File: src/rtl/jt49_wrq_pkg.sv
// jt49_wrq_pkg: shared types and constants for the JT49 register-write queue.
// Revision 1.0 - initial release
`default_nettype none

package jt49_wrq_pkg;

   typedef enum logic [2:0] {
      ST_IDLE    = 3'd0,
      ST_WSETUP  = 3'd1,
      ST_WSTROBE = 3'd2,
      ST_WHOLD   = 3'd3,
      ST_RSETUP  = 3'd4,
      ST_RWAIT   = 3'd5
   } state_t;

   // Writing the envelope shape register restarts the envelope, so it is never deduplicated
   localparam logic [3:0] ENV_REG = 4'hD;

   localparam int DATA_LSB = 0;
   localparam int ADDR_LSB = 8;
   localparam int RD_BIT   = 12;
   localparam int ENTRY_W  = 13;

   typedef struct packed {
      logic       rd;
      logic [3:0] addr;
      logic [7:0] data;
   } entry_t;

endpackage

`default_nettype wire

File: src/rtl/jt49_wrq_fifo.sv
// jt49_wrq_fifo: synchronous FIFO of 2**AW entries with occupancy level and full/empty flags.
// Revision 1.0 - initial release
`default_nettype none

module jt49_wrq_fifo #(
   parameter int AW = 4,
   parameter int DW = 13
) (
   input  logic          clk,
   input  logic          rst,
   input  logic          push,
   input  logic [DW-1:0] wdata,
   input  logic          pop,
   output logic [DW-1:0] rdata,
   output logic [AW:0]   level,
   output logic          full,
   output logic          empty
);

   localparam int DEPTH = 1 << AW;

   logic [DW-1:0] mem [DEPTH];
   logic [AW-1:0] wptr;
   logic [AW-1:0] rptr;
   logic          do_push;
   logic          do_pop;

   // Full blocks a push even when a pop happens in the same cycle
   assign full    = (level == (AW+1)'(DEPTH));
   assign empty   = (level == '0);
   assign do_push = push & ~full;
   assign do_pop  = pop & ~empty;
   assign rdata   = mem[rptr];

   always_ff @(posedge clk) begin
      if (do_push) begin
         mem[wptr] <= wdata;
      end
   end

   always_ff @(posedge clk or posedge rst) begin
      if (rst) begin
         wptr  <= '0;
         rptr  <= '0;
         level <= '0;
      end else begin
         if (do_push) begin
            wptr <= wptr + 1'b1;
         end
         if (do_pop) begin
            rptr <= rptr + 1'b1;
         end
         level <= level + {{AW{1'b0}}, do_push} - {{AW{1'b0}}, do_pop};
      end
   end

endmodule

`default_nettype wire

File: src/rtl/jt49_wrq.sv
// jt49_wrq: queues register requests and replays them as jt49 bus cycles.
// Optional write deduplication shadow enabled by defining JT49_WRQ_DEDUP_EN. Revision 1.0
`default_nettype none

module jt49_wrq #(
   parameter int AW     = 4,
   parameter int WR_CYC = 1
) (
   input  logic          clk,
   input  logic          rst,
   input  logic          req_valid,
   output logic          req_ready,
   input  logic          req_rd,
   input  logic [3:0]    req_addr,
   input  logic [7:0]    req_data,
   output logic          rd_valid,
   output logic [7:0]    rd_data,
   output logic          busy,
   output logic [AW:0]   fifo_level,
   output logic [3:0]    psg_addr,
   output logic          psg_cs_n,
   output logic          psg_wr_n,
   output logic [7:0]    psg_din,
   input  logic [7:0]    psg_dout
);

   import jt49_wrq_pkg::*;

   state_t             state;
   logic [3:0]         strobe_cnt;
   logic [ENTRY_W-1:0] head_bits;
   entry_t             head;
   logic               fifo_full;
   logic               fifo_empty;
   logic               pop;
   logic               drop;

   assign head      = head_bits;
   assign req_ready = ~fifo_full;
   assign pop       = (state == ST_IDLE) && !fifo_empty;
   assign busy      = !fifo_empty || (state != ST_IDLE);

   jt49_wrq_fifo #(
      .AW (AW),
      .DW (ENTRY_W)
   ) u_fifo (
      .clk   (clk),
      .rst   (rst),
      .push  (req_valid),
      .wdata ({req_rd, req_addr, req_data}),
      .pop   (pop),
      .rdata (head_bits),
      .level (fifo_level),
      .full  (fifo_full),
      .empty (fifo_empty)
   );

`ifdef JT49_WRQ_DEDUP_EN
   logic [7:0]  shadow [16];
   logic [15:0] shadow_vld;
   logic        issue_wr;

   assign drop     = !head.rd && (head.addr != ENV_REG) && shadow_vld[head.addr]
                     && (shadow[head.addr] == head.data);
   assign issue_wr = pop && !head.rd && !drop;

   always_ff @(posedge clk or posedge rst) begin
      if (rst) begin
         shadow_vld <= '0;
      end else if (issue_wr) begin
         shadow_vld[head.addr] <= 1'b1;
      end
   end

   always_ff @(posedge clk) begin
      if (issue_wr) begin
         shadow[head.addr] <= head.data;
      end
   end
`else
   assign drop = 1'b0;
`endif

   // Bus outputs change together with the state so each state's bus levels are registered
   always_ff @(posedge clk or posedge rst) begin
      if (rst) begin
         state      <= ST_IDLE;
         strobe_cnt <= '0;
         psg_cs_n   <= 1'b1;
         psg_wr_n   <= 1'b1;
         psg_addr   <= '0;
         psg_din    <= '0;
         rd_valid   <= 1'b0;
         rd_data    <= '0;
      end else begin
         rd_valid <= 1'b0;
         case (state)
            ST_IDLE: begin
               if (pop) begin
                  if (head.rd) begin
                     state    <= ST_RSETUP;
                     psg_cs_n <= 1'b0;
                     psg_addr <= head.addr;
                  end else if (!drop) begin
                     state    <= ST_WSETUP;
                     psg_cs_n <= 1'b0;
                     psg_addr <= head.addr;
                     psg_din  <= head.data;
                  end
               end
            end
            ST_WSETUP: begin
               state      <= ST_WSTROBE;
               psg_wr_n   <= 1'b0;
               strobe_cnt <= 4'(WR_CYC - 1);
            end
            ST_WSTROBE: begin
               if (strobe_cnt == '0) begin
                  state    <= ST_WHOLD;
                  psg_wr_n <= 1'b1;
               end else begin
                  strobe_cnt <= strobe_cnt - 1'b1;
               end
            end
            ST_WHOLD: begin
               state    <= ST_IDLE;
               psg_cs_n <= 1'b1;
            end
            ST_RSETUP: begin
               state <= ST_RWAIT;
            end
            ST_RWAIT: begin
               state    <= ST_IDLE;
               psg_cs_n <= 1'b1;
               rd_data  <= psg_dout;
               rd_valid <= 1'b1;
            end
            default: begin
               state    <= ST_IDLE;
               psg_cs_n <= 1'b1;
               psg_wr_n <= 1'b1;
            end
         endcase
      end
   end

endmodule

`default_nettype wire

File: config.mk
export PLATFORM = sky130hd
export DESIGN_NAME = jt49_wrq
export DESIGN_NICKNAME = d
export VERILOG_FILES = /design/src/rtl/jt49_wrq_pkg.sv /design/src/rtl/jt49_wrq_fifo.sv /design/src/rtl/jt49_wrq.sv
export SDC_FILE = /design/constraint.sdc
export NUM_CORES = 1
export LEC_CHECK = 0
export ABC_AREA = 1
export BUFFER_PORTS_ARGS = -buffer_cell sky130_fd_sc_hd__buf_2
export CAP_MARGIN = 15
export CORE_MARGIN = 2
export CORE_UTILIZATION = 40
export CTS_CLUSTER_SIZE = 24
export DETAILED_ROUTE_END_ITERATION = 6
export GPL_TIMING_DRIVEN = 0
export PLACE_DENSITY_LB_ADDON = 0.15
export REMOVE_ABC_BUFFERS = 1
export SETUP_SLACK_MARGIN = 0.4
export SLEW_MARGIN = 20
export SYNTH_ARGS = -nofsm -noshare
export SYNTH_HDL_FRONTEND = slang
export SYNTH_SLANG_ARGS = --single-unit
File: constraint.sdc
create_clock -name clk -period 3.5 [get_ports clk]
set_input_delay 0.175 -clock clk [delete_from_list [all_inputs] [get_ports clk]]
set_output_delay 0.175 -clock clk [all_outputs]
set_load 0.1 [all_outputs]
==> summary.txt <==
Cells and area
  • Layout cells sized above 1: 14.7%
  • Finished Cell Area: 12300 µm²
  • Area taken by multi-input logic gates: approximately 2700 µm²
  • Diode count: 0
  • Fillers: ~2300
  • Synthesis-to-layout area growth: 16.8%
  • Sequential cell area: between 7000 and 8000 µm²
  • Core Util, Final: 47.4%
  • NumNets Final: 1026

Routing
  • Post-Route WL: between 20000 and 25000 µm
  • DR WL/cell: roughly 18 µm
  • DRT Pass-1 Iters: 4
  • DRT iter0 DRCs: 440
  • Routed vias: approximately 6600
  • DR vias/cell: 4.89
  • Antenna Violating Nets Remaining: 0
  • Drt drc: 0

Clock tree
  • CTS tree: done
  • Num CTS Buffers: 28
  • Clock Pin Slew Worst Setup and Hold Paths: 0.06 ns
  • H-Tree Depth: 1
  • Number of setup buffers added after CTS: 0
  • Worst skew pair latency: 0.54 ns
  • Resized Gates After CTS: 0
  • Clock sink total: 251
  • CTS max path bufs: 3
  • Hold buffers post-CTS: 16
  • Clk root buf: clkbuf_16

Die
  • Initial Util: 40.6%
  • Io pins: 54
  • Die height: 166 µm
  • Row Count: 59
  • Core area: 25900 µm²
  • DIE AREA: around 28000 µm²
  • Die X: ~170 µm

Placement
  • Placed inst area: 11200 µm²
  • PortBufs: 53
  • DP HPWL: approximately 14000 µm
  • Routability cong.: 0.805

Worst setup path
  • Crit path top cell by count: nand2_1
  • Worst path cell trace: buf_12, inv_6, nand2_1, nand2_1, nand2_1, nand3_2, nand3_4, nand3_4, inv_1, nand2_1, nand2_1
  • CP bufs+invs: 3
  • Critical Path Source Type: flip-flop
  • Worst Setup End Kind: flip-flop
  • Slowest CP cell: dfrtp_4
  • Crit path DAT: approximately 3.3 ns
  • Top delay family on crit path: simple AND/OR/NAND/NOR gates
  • Crit path largest cell delay: 0.65 ns
  • Critical-path maximum fanout: 104
  • WS Path Type: flip-flop to flip-flop
  • Worst path required time: 3.91 ns

Yosys
  • Cell count after synthesis: 912
  • Syn avg cell area: 11.5 µm²
  • Syn. warnings: 0
  • Sequential area share after synthesis: roughly 70%
  • Count of cell types in the netlist: 33
  • Seq cells post-synth: 251
  • Post-synthesis cell area: between 10000 and 15000 µm²

Global routing
  • Initial antenna violation count: 0
  • First-pass GRT wire length: 36900 µm
  • Congestion Overflow GR: 0
  • Largest net degree at the start of global routing: 105
  • GRT Total Usage: around 18%
  • Vias in the first global route: 6318

Power and ir drop
  • LEAKAGE: ~0.0048 µW
  • Power Density: 945 nW/µm²
  • Worst VDD drop: 0.544 mV

STA
  • Final setup fails: 0
  • Fin crit period: between 2 and 3 ns
  • Fin. max-slew vios: 0
  • Period utilization: 81.3%
  • Skew final: around 0.026 ns
  • Final Hold Viols: 0
  • Worst slew pin tran: 0.968 ns
  • Hold WS: 0.0237 ns
  • Max-Slew Margin vs Limit: 35.5%
  • RSZ-0062 raised after global routing: false
  • Achievable Freq: 352 MHz

Hold path
  • Hold Path Class: input port to flip-flop

Run status
  • Status: finished clean

Flow run
  • Max_cap viols: 0
-- area by class of cell --
| class | instances | share of cell area, % |
|---|---|---|
| inverters | 60 | 1.89 |
| flip-flops and latches | 251 | 59.7 |
| multi-input cells | 562 | 22.1 |
| clock buffers | 49 | 6.93 |
| repair buffers | 86 | 5.62 |
| well taps | 335 | 3.41 |
| clock inverters | 3 | 0.326 |
-- state kept, by name, indices dropped and copies added (netlist names), 3 cells and up --
| signal | flops |
|---|---|
| psg_addr | 4 |
| u_fifo.rptr | 4 |
| u_fifo.level | 5 |
| u_fifo.wptr | 4 |
| u_fifo.mem | 208 |
| rd_data | 8 |
| psg_din | 8 |
| strobe_cnt | 4 |
| state | 3 |
-- synthesized netlist by cell type, drive strengths merged --
cell    instances  area [µm²]
nor3            2        15.0
inv            58         223
nand4           3        18.8
nor2          113         439
ha             12         150
xor2            9        78.8
nand2         254         956
clkinv          2        8.75
nand3          62         368
a21oi           9        45.0
clkbuf          6        22.5
dfstp           2        52.6
o211ai         21         158
o21ai          70         369
xnor2           2        17.5
dfrtp          41        1030
edfxtp        208        6250
buf            33         270
fa              1        20.0
o31ai           2        15.0
a31oi           2        12.5
-- logic make-up (layout without fill, tap and decap cells) --
family / Yosys count / after routing / share of synthesized area [%]
buf+inv: 99 / 198 / 4.99
xor+xnor: 11 / 11 / 0.917
compound gates: 104 / 104 / 5.70
flops: 251 / 251 / 69.7
fa+ha+maj: 13 / 13 / 1.62
simple gates: 434 / 434 / 17.1
-- power breakdown --
part	internal (µW)	switching [µW]
sequential	3760	382
combinational	1170	3470
clock	1700	1120
total	6630	4980
-- cells in the final DEF, fill, tap and decap left out, types with 9 or more instances in the layout --
cell | synthesis | final
a21oi_1 | 9 | 9
buf_2 | 9 | 53
buf_8 | 0 | 10
clkbuf_1 | 6 | 15
clkbuf_16 | 0 | 29
dfrtp_1 | 41 | 39
dlygate4sd3_1 | 0 | 16
edfxtp_1 | 208 | 208
ha_1 | 12 | 12
inv_1 | 54 | 53
nand2_1 | 253 | 253
nand3_1 | 55 | 55
nor2_1 | 111 | 95
nor2_2 | 0 | 13
o211ai_1 | 21 | 21
o21ai_0 | 53 | 53
o21ai_1 | 12 | 12
xor2_1 | 9 | 9
-- worst paths after layout --
path,startpoint,end,slack [ns],depth (start not counted)
worst max-delay path,u_fifo.rptr[0]$_DFFE_PP0P_,psg_din[3]$_DFFE_PP0P_,0.66,11
worst min-delay path,req_data[4],u_fifo.mem[5][4]$_DFFE_PP_,0.02,1
worst max register to register,u_fifo.rptr[0]$_DFFE_PP0P_,psg_din[3]$_DFFE_PP0P_,0.66,11
worst min register to register,rd_data[1]$_DFFE_PP0P_,rd_data[1]$_DFFE_PP0P_,0.46,2
max in group asynchronous,rst,psg_cs_n$_DFFE_PP1P_,2.75,4
min in group asynchronous,rst,strobe_cnt[2]$_DFFE_PP0P_,0.18,3
-- metrics by stage --
stage | power (µW) | std cells | worst slack (ns) | TNS [ns]
6_report | 11600 | 1346 | 0.656 | 0
3_5_place_dp | 8870 | 1278 | 0.671 | 0
2_1_floorplan | 7500 | 873 | -0.170 | -0.821
5_1_grt | 12300 | 1346 | 0.427 | 0
3_3_place_gp | 8730 | 1261 | -2.41 | -34.21
4_1_cts | 11700 | 1346 | 0.638 | 0
-- routing by layer --
layer | vias up | routed length (µm) | GRT usage, %
met5 | - | 0 | 0
li1 | 3255 | - | -
met2 | 109 | 11800 | 29.7
met4 | 0 | 618 | 5.78
met1 | 3177 | 11100 | 23.2
met3 | 42 | 924 | 2.79
Note: power is estimated with default switching activity, not from simulation.
